--- src/rtl/row_feed_pkg.sv ---
// row_feed_pkg: shared types and default parameter values for row_feed_buf.
//   state_t      - stream controller states
//   DEF_*        - default parameter values used by row_feed_buf and row_fifo
package row_feed_pkg;

   typedef enum logic [1:0] {
      ST_IDLE   = 2'd0,
      ST_STREAM = 2'd1,
      ST_DRAIN  = 2'd2,
      ST_DONE   = 2'd3
   } state_t;

   localparam int DEF_WORDLEN = 8;
   localparam int DEF_ROWS    = 4;
   localparam int DEF_DEPTH   = 8;
   localparam int DEF_LENW    = 8;

endpackage

--- src/rtl/row_fifo.sv ---
// row_fifo: single-row circular FIFO with occupancy count.
//   clk, rst        - clock, synchronous active-high reset
//   flush           - empties the FIFO at the next edge (pointers and count to 0)
//   wr_en, wr_dat   - push one word; caller guarantees !full
//   rd_en, rd_dat   - pop one word; rd_dat shows the head word combinationally,
//                     caller guarantees !empty
//   full, empty     - derived from the registered count only
module row_fifo
   import row_feed_pkg::*;
#(
   parameter int WORDLEN = DEF_WORDLEN,
   parameter int DEPTH   = DEF_DEPTH
) (
   input  logic               clk,
   input  logic               rst,
   input  logic               flush,
   input  logic               wr_en,
   input  logic [WORDLEN-1:0] wr_dat,
   input  logic               rd_en,
   output logic [WORDLEN-1:0] rd_dat,
   output logic               full,
   output logic               empty
);

   localparam int PW = $clog2(DEPTH);
   localparam int CW = PW + 1;

   // Storage carries no reset; only pointers and count define validity.
   logic [WORDLEN-1:0] mem [DEPTH];

   logic [PW-1:0] wr_ptr_q, wr_ptr_d;
   logic [PW-1:0] rd_ptr_q, rd_ptr_d;
   logic [CW-1:0] count_q, count_d;

   always_comb begin
      wr_ptr_d = wr_ptr_q;
      rd_ptr_d = rd_ptr_q;
      count_d  = count_q;
      if (flush) begin
         wr_ptr_d = '0;
         rd_ptr_d = '0;
         count_d  = '0;
      end else begin
         // DEPTH is a power of two, so pointer overflow is the wrap.
         if (wr_en) wr_ptr_d = wr_ptr_q + PW'(1);
         if (rd_en) rd_ptr_d = rd_ptr_q + PW'(1);
         case ({wr_en, rd_en})
            2'b10:   count_d = count_q + CW'(1);
            2'b01:   count_d = count_q - CW'(1);
            default: count_d = count_q;
         endcase
      end
   end

   always_ff @(posedge clk) begin
      if (rst) begin
         wr_ptr_q <= '0;
         rd_ptr_q <= '0;
         count_q  <= '0;
      end else begin
         wr_ptr_q <= wr_ptr_d;
         rd_ptr_q <= rd_ptr_d;
         count_q  <= count_d;
      end
   end

   always_ff @(posedge clk) begin
      if (wr_en && !flush) mem[wr_ptr_q] <= wr_dat;
   end

   assign rd_dat = mem[rd_ptr_q];
   assign full   = (count_q == CW'(DEPTH));
   assign empty  = (count_q == '0);

endmodule

--- src/rtl/row_feed_buf.sv ---
// row_feed_buf: per-row input FIFOs feeding a systolic array with skewed lanes.
//   clk, rst                   - clock, synchronous active-high reset
//   in_valid/in_ready/in_row/in_dat - write port into the selected row FIFO
//   start, stream_len          - begin a stream of stream_len vector pops (IDLE only)
//   flush                      - discard all buffered words and abort any stream
//   out_valid[r], out_dat lane r - lane r output, delayed r cycles behind lane 0
//   full, empty                - per-row FIFO status
//   busy, done                 - controller not idle / one-cycle completion pulse
//   dbg_state                  - current controller state
//
// Handshake: a word is transferred on a rising edge where in_valid && in_ready;
// in_ready depends only on registered full state and flush, never on in_valid,
// and a write does not wait for in_ready to be seen first.
module row_feed_buf
   import row_feed_pkg::*;
#(
   parameter int WORDLEN = DEF_WORDLEN,
   parameter int ROWS    = DEF_ROWS,
   parameter int DEPTH   = DEF_DEPTH,
   parameter int LENW    = DEF_LENW
) (
   input  logic                    clk,
   input  logic                    rst,
   input  logic                    in_valid,
   output logic                    in_ready,
   input  logic [$clog2(ROWS)-1:0] in_row,
   input  logic [WORDLEN-1:0]      in_dat,
   input  logic                    start,
   input  logic [LENW-1:0]         stream_len,
   input  logic                    flush,
   output logic [ROWS-1:0]         out_valid,
   output logic [ROWS*WORDLEN-1:0] out_dat,
   output logic [ROWS-1:0]         full,
   output logic [ROWS-1:0]         empty,
   output logic                    busy,
   output logic                    done,
   output state_t                  dbg_state
);

   localparam int RW = $clog2(ROWS);
   localparam int DW = $clog2(ROWS + 1);

   state_t            state_q, state_d;
   logic [LENW-1:0]   remaining_q, remaining_d;
   logic [DW-1:0]     drain_q, drain_d;
   logic              pop;
   logic              row_full;
   logic [ROWS-1:0]   wr_en;
   logic [WORDLEN-1:0] fifo_rd_dat [ROWS];

   // Unmatched row codes read as not-full; they never enable a write.
   always_comb begin
      row_full = 1'b0;
      for (int r = 0; r < ROWS; r++) begin
         if (in_row == RW'(r)) row_full = full[r];
      end
   end

   assign in_ready = !row_full && !flush;

   for (genvar r = 0; r < ROWS; r++) begin : g_row
      assign wr_en[r] = in_valid && in_ready && (in_row == RW'(r));

      row_fifo #(
         .WORDLEN (WORDLEN),
         .DEPTH   (DEPTH)
      ) u_fifo (
         .clk    (clk),
         .rst    (rst),
         .flush  (flush),
         .wr_en  (wr_en[r]),
         .wr_dat (in_dat),
         .rd_en  (pop),
         .rd_dat (fifo_rd_dat[r]),
         .full   (full[r]),
         .empty  (empty[r])
      );
   end

   // Controller: a pop happens only when every row holds a word, so all
   // lanes always advance together. DRAIN lets the deepest skew lane empty.
   always_comb begin
      state_d     = state_q;
      remaining_d = remaining_q;
      drain_d     = drain_q;
      pop         = 1'b0;
      done        = 1'b0;
      if (flush) begin
         state_d     = ST_IDLE;
         remaining_d = '0;
         drain_d     = '0;
      end else begin
         case (state_q)
            ST_IDLE: begin
               if (start) begin
                  if (stream_len == '0) begin
                     state_d = ST_DONE;
                  end else begin
                     state_d     = ST_STREAM;
                     remaining_d = stream_len;
                  end
               end
            end
            ST_STREAM: begin
               if (empty == '0) begin
                  pop         = 1'b1;
                  remaining_d = remaining_q - LENW'(1);
                  if (remaining_q == LENW'(1)) begin
                     state_d = ST_DRAIN;
                     drain_d = DW'(ROWS - 1);
                  end
               end
            end
            ST_DRAIN: begin
               if (drain_q == '0) state_d = ST_DONE;
               else               drain_d = drain_q - DW'(1);
            end
            ST_DONE: begin
               done    = !rst;
               state_d = ST_IDLE;
            end
            default: state_d = ST_IDLE;
         endcase
      end
   end

   always_ff @(posedge clk) begin
      if (rst) begin
         state_q     <= ST_IDLE;
         remaining_q <= '0;
         drain_q     <= '0;
      end else begin
         state_q     <= state_d;
         remaining_q <= remaining_d;
         drain_q     <= drain_d;
      end
   end

   assign busy      = (state_q != ST_IDLE);
   assign dbg_state = state_q;

   // Lane r: stage 0 registers the popped word, stages 1..r add the skew.
   // All stages shift every cycle; a stall inserts a zero bubble.
   for (genvar r = 0; r < ROWS; r++) begin : g_lane
      logic [r:0]         v_q, v_d;
      logic [WORDLEN-1:0] dat_q [r+1];
      logic [WORDLEN-1:0] dat_d [r+1];

      always_comb begin
         v_d = '0;
         for (int k = 0; k <= r; k++) dat_d[k] = '0;
         if (!flush) begin
            v_d[0]   = pop;
            dat_d[0] = pop ? fifo_rd_dat[r] : '0;
            for (int k = 1; k <= r; k++) begin
               v_d[k]   = v_q[k-1];
               dat_d[k] = dat_q[k-1];
            end
         end
      end

      always_ff @(posedge clk) begin
         if (rst) begin
            v_q <= '0;
            for (int k = 0; k <= r; k++) dat_q[k] <= '0;
         end else begin
            v_q   <= v_d;
            dat_q <= dat_d;
         end
      end

      assign out_valid[r]                     = v_q[r];
      assign out_dat[r*WORDLEN +: WORDLEN]    = dat_q[r];
   end

endmodule
--- config.mk ---
export PLATFORM = sky130hd
export DESIGN_NAME = row_feed_buf
export DESIGN_NICKNAME = d
export VERILOG_FILES = /design/src/rtl/row_feed_pkg.sv /design/src/rtl/row_fifo.sv /design/src/rtl/row_feed_buf.sv
export SDC_FILE = /design/constraint.sdc
export NUM_CORES = 1
export LEC_CHECK = 0
export CAP_MARGIN = 20
export CORE_ASPECT_RATIO = 0.6
export CORE_MARGIN = 3
export CORE_UTILIZATION = 60
export CTS_BUF_LIST = sky130_fd_sc_hd__clkbuf_4 sky130_fd_sc_hd__clkbuf_8 sky130_fd_sc_hd__clkbuf_16
export DETAILED_ROUTE_END_ITERATION = 6
export PLACE_DENSITY_LB_ADDON = 0.05
export SLEW_MARGIN = 20
export SYNTH_ARGS = -nofsm -noshare
export SYNTH_HDL_FRONTEND = slang
export SYNTH_SLANG_ARGS = --single-unit
export TNS_END_PERCENT = 20
--- constraint.sdc ---
create_clock -name clk -period 5.68 [get_ports clk]
set_input_delay 1.42 -clock clk [delete_from_list [all_inputs] [get_ports clk]]
set_output_delay 1.42 -clock clk [all_outputs]
set_load 0.01 [all_outputs]
* After elaboration in Yosys (flattened, before gate mapping)
Memories as Yosys holds them, arrays and structs flattened. A register that Yosys moved wholly into a read port is not among the register bits.
Cells that the tools add are included.
** Word-level totals
- Register bits :: 111
- Memory bits (writable) :: 256
- Input port bits :: 23
- Output and inout bits :: 49
- Word-level logic and storage cells :: 142
- Memories kept :: 4
** Memories
- g_row[0].u_fifo.mem :: words 8, width 8, rd ports 1, clocked after memory_dff 1, write ports 1, line row_fifo.sv:29 : logic [WORDLEN-1:0] mem [DEPTH];
- g_row[1].u_fifo.mem :: words 8, width 8, rd ports 1, clocked after memory_dff 1, write ports 1, line row_fifo.sv:29
- g_row[2].u_fifo.mem :: words 8, width 8, rd ports 1, clocked after memory_dff 1, write ports 1, line row_fifo.sv:29
- g_row[3].u_fifo.mem :: words 8, width 8, rd ports 1, clocked after memory_dff 1, write ports 1, line row_fifo.sv:29
** Operators by class
- Add/sub/neg operators :: 18
- Equal/unequal tests :: 25
- Mux-type cells :: 35
- Bitwise operators :: 1
- Reductions and logical operators :: 34
** Operators with widths (number)
- 4-bit case mux with 2 select lines :: 4
- 3-bit by 1-bit adder with 3-bit output (second input constant) :: 8
- 8-bit two-way mux :: 3
- 4-bit logical NOT :: 5
- 1-bit two-way mux :: 17
- 4-bit by 1-bit adder with 4-bit output (second input constant) :: 4
- 2-bit equality test (second input constant) :: 8
- 4-bit equality test (second input constant) :: 4
- 8-bit case mux with 2 select lines :: 1
- 4-bit by 1-bit subtractor with 4-bit output (second input constant) :: 4
- 2-bit nonzero test :: 7
- 2-bit by 1-bit equality test with 1-bit output (second input constant) :: 6
- 2-bit inequality test (second input constant) :: 6
- 4-bit AND reduction :: 3
- 1-bit logical AND :: 10
- 2-bit two-way mux :: 5
- 3-bit two-way mux :: 3
- 8-bit by 1-bit equality test with 1-bit output (second input constant) :: 1
- 8-bit logical NOT :: 1
- 2-bit case mux with 4 select lines :: 1
- 8-bit by 1-bit subtractor with 8-bit output (second input constant) :: 1
- 3-bit case mux with 2 select lines :: 1
- 2-bit logical NOT :: 2
- 1-bit logical NOT :: 3
- 5 further kinds :: 5

* Logic depth before layout (Yosys ltp)
Gate-level depths: netlist of the first run.
- Depth in word-level cells :: 12
- Gate-level depth with buffers :: 12
- Gate-level depth less buffers :: 11

* Hierarchy
From an unflattened synthesis of the first run, not the netlist that was laid out.
** Unflattened totals
- Cells, all modules :: 1002
- Area total of the unflattened synthesis :: 16027.9 um^2
** Modules (own cells, without submodules)
- row_fifo at g_row[0].u_fifo ... :: instances 2, cells each 168, area each 3128.0 um^2, sequential area each 2182.1 um^2
- row_fifo at g_row[1].u_fifo ... :: instances 2, cells each 167, area each 3124.2 um^2, sequential area each 2182.1 um^2
- row_feed_buf :: instances 1, cells each 332, area each 3523.4 um^2, sequential area each 1941.9 um^2

* Worst setup path before layout of the first run
Ideal clock, no wire load.
- Kind :: input-to-reg
- From :: input flush
- To :: register g_row[0].u_fifo.count_q[3]
- Setup time :: 0.070 ns
- Arrival time :: 3.932 ns
- Data required time :: 5.610 ns
- Path slack :: 1.678 ns
- Cell stages on the path :: 11
- Buffers on the path :: 1
- Path through :: clkbuf_1 > or3b_2 > nor3_1 > inv_1 > ha_1 > ha_1 > a21o_1 > a21oi_1 > xnor2_1 > or3_1 > a21oi_1
** On the way
- Cells in the longest elaborated chain, start to end :: 6
- Elaborated cells on any way between the ends :: 10
- Those cells by class :: 2 x eq/ne; 2 x mux; 6 x reduce/logical
** Ends and longest elaborated chain
- start, declared :: line row_feed_buf.sv:30 : input logic flush,
- 1-bit logical NOT :: line row_feed_buf.sv:59 : assign in_ready = !row_full && !flush;
- 1-bit logical AND :: line row_feed_buf.sv:59
- 1-bit logical AND (2 in a row) :: line row_feed_buf.sv:62 : assign wr_en[r] = in_valid && in_ready && (in_row == RW'(r));
- 2-bit by 1-bit equality test with 1-bit output / 2-bit equality test (equally long branches) :: line row_fifo.sv:47 : case ({wr_en, rd_en})
- 4-bit case mux with 2 select lines / 2-bit nonzero test (equally long branches)
- end signal, assigned :: line row_fifo.sv:63 : count_q <= count_d;
- end, declared :: line row_fifo.sv:33 : logic [CW-1:0] count_q, count_d;
Parallel ways exist; a longest one is shown, timed or not.
A chain may end at the register's enable or synchronous reset.

* Final worst setup path of the first run
- From :: input in_row[1]
- To :: output in_ready
** On the way
- Cells in the longest elaborated chain, start to end :: 7
- Elaborated cells on any way between the ends :: 10
- Those cells by class :: 3 x eq/ne; 4 x mux; 3 x reduce/logical
** Ends and longest elaborated chain
- start, declared :: line row_feed_buf.sv:26 : input logic [$clog2(ROWS)-1:0] in_row,
- 2-bit logical NOT :: line row_feed_buf.sv:55 : if (in_row == RW'(r)) row_full = full[r];
- 1-bit two-way mux (3 in a row) :: line row_feed_buf.sv:55
- 1-bit two-way mux (*) :: line row_feed_buf.sv:55
- 1-bit logical NOT (*) :: line row_feed_buf.sv:59
- 1-bit logical AND (*) :: line row_feed_buf.sv:59
- end, declared :: line row_feed_buf.sv:25 : output logic in_ready,
Mark *: on every way between the ends. The rest lies on a longest branch, timed or not.

==> metrics.csv, run 1 <==
metric,value,unit
cp_num_buf_inv,2,
async_flop_share,0,%
cts-buffers-inserted,36,
root_buffer,clkbuf_16,
fin_crit_sh,79.8,%
vdd_drop_max,0.242,mV
die_y,129,um
layout.nets,1110,
ys_seq_area_share,68.6,%
synth_area_leader_cell,edfxtp_1,
setup_violations,0,
numPortBuffers,71,
overflow,0,
antenna_found_initial,1,
hold_buffers,0,
coreArea,0.0246,mm2
slowest_delay,0.55,ns
crit_type,in -> out,
tightest_slew,1.07,ns
ys_top_cells_by_area,"edfxtp_1, dfxtp_1, mux4_2",
cp.depth,4,
netlist_area,0.0152,mm2
rows,44,
reg2regPathDepth,12,
drv_slew,0,
cpMostUsedCell,clkdlybuf4s50_1,
syn_inst,988,
rsz0062_at_grt,no,
hp-class,reg -> reg,
h-tree-depth,2,
die_area,0.0273,mm2
yosys_warnings,0,
die_width,211,um
worst_path_max_delay_cell,clkdlybuf4s50_1,
num_io_pins,72,
crit_required,4.26,ns
drt_iter0_markers,585,
clock_skew,0.0124,ns
p_leak,5.76,nW
hold_path_depth,1,
cts_tree,yes,
area_growth,14.0,%
vias,7959,
clk_latency,0.53,ns
drt-pass1-iter-count,5,
synth-edff-count,256,
end_kind,output pin,
grt_pass1_vias,7953,
path_delay_family,buffers and inverters,
cts_max_path_buffers,3,
grt_usage,21.6,%
slew_headroom,28.6,%
whs,0.419,ns
num_antenna_cells,0,
hpwl,17500,um
syn_avg_cell_area,15.4,um2
p_per_area,321,mW/mm2
max_freq,221,MHz
clk_pin_slew_worst_paths,0.06,ns
post_cts_buffers,0,
synth_cell_types,51,
grt_pass1_wl,44900,um
power.total,5.56,mW
drive_gt1_share,16.9,%
startpoint_type,primary input,
place.gp.congestion,0.798,
start_util,61.9,%
hold_viol,0,
outcome,finished clean,
fin_util,70.6,%
cp.arrival,3.11,ns
synth_nets,1044,
drv_cap,0,
ys.flop_type,edfxtp_1,
tns,0,ns
cts_resized,0,
ant_nets,0,
routed_wl,28400,um
path_max_fanout,5,
viasPerCell,5.67,
detail_route.wl_per_cell,20.3,um
synth_top_area_share,50.6,%
drc,0,
clkSinkCount,393,
path_cells,clkdlybuf4s50_1 > mux4_2 > nor2_1 > clkdlybuf4s50_1,
grt_max_degree,60,
synth-seq-cells,393,
layout_min_cycle_time,4.53,ns
==> sequential cells by signal, summed over array words and instances, names as in the netlist <==
register	cells
dbg_state	2
g_lane.dat_q	56
drain_q	3
g_lane.v_q	4
out_dat	24
g_row.u_fifo.mem	256
g_row.u_fifo.count_q	16
remaining_q	8
g_row.u_fifo.rd_ptr_q	12
g_row.u_fifo.wr_ptr_q	12
==> worst reg2reg max path, delay by kind of cell, from the launching register on <==
family	cells	cell delay (ns)
simple gates	5	1.94
compound gates	3	0.50
flops	1	0.36
fa+ha+maj	2	0.60
xor+xnor	1	0.11
buf+inv	1	0.24
==> cell usage after synthesis (7+ instances only) <==
| master | number |
|---|---|
| edfxtp_1 | 256 |
| mux2i_1 | 33 |
| dfxtp_1 | 137 |
| and3_1 | 7 |
| buf_4 | 33 |
| xnor2_1 | 8 |
| xor2_1 | 20 |
| a21oi_1 | 42 |
| nor2_1 | 91 |
| mux4_2 | 65 |
| buf_1 | 8 |
| inv_1 | 28 |
| nor4_1 | 13 |
| nor3_1 | 21 |
| ha_1 | 29 |
| nand2b_1 | 10 |
| nand2_1 | 34 |
| and2_1 | 52 |
| clkbuf_1 | 31 |
==> final cells by class <==
cell class,count,area (um2)
fillers,1635,7220
repair buffers,104,958
clock buffers,50,1060
multi-input cells,491,4270
clock inverters,16,101
inverters,28,105
flip-flops and latches,393,10400
well taps,322,403
==> through the flow <==
step           worst slack [ns]  instance area, um2  cells
2_1_floorplan              1.68               15200    988
3_3_place_gp               1.02               16200   1337
3_5_place_dp              0.976               16200   1338
4_1_cts                    1.14               17300   1404
5_1_grt                    1.11               17300   1404
6_report                   1.15               17300   1404
==> power by group <==
group / internal (mW) / leakage, nW / switching, mW
combinational: 0.0552 / 1.79 / 0.0999
sequential: 3.05 / 3.41 / 0.00818
clock: 1.32 / 0.566 / 1.03
==> cells in the final DEF, fill, tap and decap left out, types with 12 or more instances in the layout <==
cell	instances
a21oi_1	42
nand2_1	34
inv_1	28
clkdlybuf4s50_1	67
xor2_1	20
and2_1	52
mux2i_1	33
nor2_1	90
nor4_1	12
ha_1	29
mux4_2	65
edfxtp_1	256
buf_4	32
nor3_1	21
clkbuf_16	37
dfxtp_1	137
==> cells by family after synthesis <==
family	count (synthesis)	synth area share [%]
AND/OR/NAND/NOR	263	8.91
XOR/XNOR	28	1.61
buffers and inverters	104	3.42
adder cells (fa/ha/maj)	33	2.91
multiplexers	98	11.8
flip-flops	393	68.6
AO/OA/AOI/OAI	69	2.72
==> final timing paths <==
kind | start | endpoint | slack [ns]
min reg2reg | g_lane[2].dat_q[11] | out_dat[19] | 0.42
max reg2reg | g_row[2].u_fifo.count_q[0] | g_row[1].u_fifo.count_q[3] | 1.88
max | in_row[1] | in_ready | 1.15
min | g_lane[2].dat_q[11] | out_dat[19] | 0.42
==> metal layers <==
layer | vias to the layer above | GRT usage, % | share of wire [%]
met5 | - | 0 | 0
met4 | 0 | 5.86 | 1.7
met3 | 39 | 4.81 | 6.5
met2 | 219 | 32.5 | 44
met1 | 3950 | 32.5 | 48
li1 | 3751 | - | -
(Power assumes the default switching activity.)
==> inputs of run 2 (changes only) <==
==> constraint.sdc (replaced) <==
create_clock -name clk -period 4.4 [get_ports clk]
set_input_delay 1.1 -clock clk [delete_from_list [all_inputs] [get_ports clk]]
set_output_delay 1.1 -clock clk [all_outputs]
set_load 0.01 [all_outputs]
==> metrics.csv, run 2 (synthesized netlist as in run 1, its figures left out) <==
metric,value,unit,change
rsz0062_at_grt,no,,
start_util,61.9,%,unchanged
worst_path_max_delay_cell,clkdlybuf4s50_1,,
slew_headroom,42.6,%,+14 points
num_antenna_cells,0,,unchanged
grt_pass1_wl,44100,um,-1.8%
seq_area,0.0104,mm2,unchanged
drt-pass1-iter-count,5,,unchanged
drv_cap,0,,unchanged
layout_setup_ws,0.487,ns,-0.659 ns
vias,8030,,+0.89%
rrSetupSlack,1.36,ns,-0.52 ns
crit_type,in -> out,,
met3WireLength,1880,um,+1.2%
max_freq,256,MHz,
hp-class,reg -> reg,,
p_per_area,413,mW/mm2,+29%
hold_path_depth,1,,unchanged
vdd_drop_max,0.377,mV,+56%
regMostFlops,g_row.u_fifo.mem,,
reg2reg_from,g_row[2].u_fifo.count_q[0],,
fin_crit_sh,88.9,%,
hold_viol,0,,unchanged
layout.nets,1127,,+1.5%
cts_tree,yes,,
multi_input_comb_area,0.00427,mm2,-0.15%
drv_slew,0,,unchanged
place.gp.congestion,0.752,,-5.7%
clkPwrFrac,42.4,%,+0.2 points
cpMostUsedCell,clkdlybuf4s50_1,,
met2WireLength,12200,um,-3.3%
grt_pass1_vias,7755,,-2.5%
cp_num_buf_inv,2,,unchanged
hpwl,17800,um,+1.5%
antenna_found_initial,1,,unchanged
stdcell_count,1419,,+1.1%
cts_resized,0,,unchanged
drc,0,,unchanged
die_area,0.0273,mm2,unchanged
clk_latency,0.52,ns,about the same
drive_gt1_share,18.1,%,+1.2 points
swShare,19.5,%,-0.89 points
cp.arrival,2.81,ns,-0.30 ns
crit_required,3.30,ns,-0.96 ns
layout_min_cycle_time,3.91,ns,
grt_max_degree,60,,unchanged
h-tree-depth,2,,unchanged
hold_buffers,0,,unchanged
reg2regPathDepth,12,,unchanged
detail_route.wl_per_cell,19.8,um,-2.2%
clock_skew,0.0148,ns,+0.00247 ns
wl_met1,13500,um,about the same
cp-startpoint,in_row[1],,
fill_cells,1587,,-2.9%
end_kind,output pin,,
coreArea,0.0246,mm2,unchanged
worstHoldStart,g_lane[2].dat_q[11],,
ant_nets,0,,unchanged
slowest_delay,0.57,ns,+0.02 ns
drt_iter0_markers,790,,+35%
r2r_end,g_row[3].u_fifo.count_q[3],,
cts_max_path_buffers,3,,unchanged
tns,0,ns,unchanged
routed_wl,28100,um,-1.1%
largest_register_ffs,256,,unchanged
die_y,129,um,unchanged
path_max_fanout,5,,unchanged
startpoint_type,primary input,,
hold_end,out_dat[19],,
switching_power,1.40,mW,+24%
area_growth,14.7,%,
viasPerCell,5.66,,-0.17%
rows,44,,unchanged
num_io_pins,72,,unchanged
post_cts_buffers,0,,unchanged
outcome,finished clean,,
setup_violations,0,,unchanged
numPortBuffers,71,,unchanged
final_cell_mix,"edfxtp_1, dfxtp_1, nor2_1",,
root_buffer,clkbuf_16,,
overflow,0,,unchanged
path_cells,clkdlybuf4s50_1 > mux4_2 > nor2_1 > clkdlybuf4s50_1,,
die_width,211,um,unchanged
clk_pin_slew_worst_paths,0.06,ns,about the same
cts-buffers-inserted,35,,-2.8%
path_delay_family,buffers and inverters,,
dr.max_layer_used,met5,,
p_int,5.79,mW,+31%
layout_commonest_cell,edfxtp_1,,
p_comb_share,2.7,%,about the same
grt_usage,21.3,%,-0.33 points
sequentialPowerShare,54.9,%,about the same
place_ws,0.361,ns,-0.615 ns
tightest_slew,0.859,ns,-0.212 ns
clkSinkCount,393,,unchanged
p_leak,5.87,nW,+1.8%
dp_cells,1356,,+1.3%
## run 2: worst max-delay path by stage
stage / end / slack (ns) / cells after the start
after floorplan: g_row[0].u_fifo.count_q[3] / 0.72 / 11
after global placement: g_row[0].u_fifo.count_q[3] / 0.41 / 11
after detailed placement: g_row[0].u_fifo.count_q[3] / 0.36 / 11
after CTS: in_ready / 0.48 / 4
after global routing: in_ready / 0.43 / 4
final: in_ready / 0.49 / 4
## run 2: power by group through the flow
stage | sequential (mW) | combinational, mW | clock (mW)
2_1_floorplan | 4.02 | 0.0974 | 0
3_3_place_gp | 4.03 | 0.195 | 0
3_5_place_dp | 4.03 | 0.198 | 0
4_1_cts | 3.95 | 0.199 | 3.12
5_1_grt | 3.94 | 0.216 | 3.26
6_report | 3.95 | 0.197 | 3.05
## run 2: metal layers
layer / vias to the layer above / GRT usage [%]
li1: 3786 / -
met5: - / 0
met1: 3967 / 33.0
met3: 45 / 4.31
met2: 230 / 31.3
met4: 2 / 5.78
## run 2: layout make-up
type | instances | area share [%]
timing repair buffer | 122 | 6.10
tap | 322 | 2.31
inverter | 28 | 0.603
sequential | 393 | 59.8
clock inverter | 6 | 0.345
clock buffer | 57 | 6.32
multi-input combinational | 491 | 24.5
## run 2: per-stage QoR
stage	hold WS [ns]	total power [mW]	utilization, %	instance area, um2
floorplan	0.406	4.12	-	15200
global placement	0.407	4.22	66.4	16300
detailed placement	0.410	4.22	66.3	16300
CTS	0.423	7.26	71.0	17400
global route	0.431	7.42	71.0	17400
finish	0.420	7.19	71.0	17400
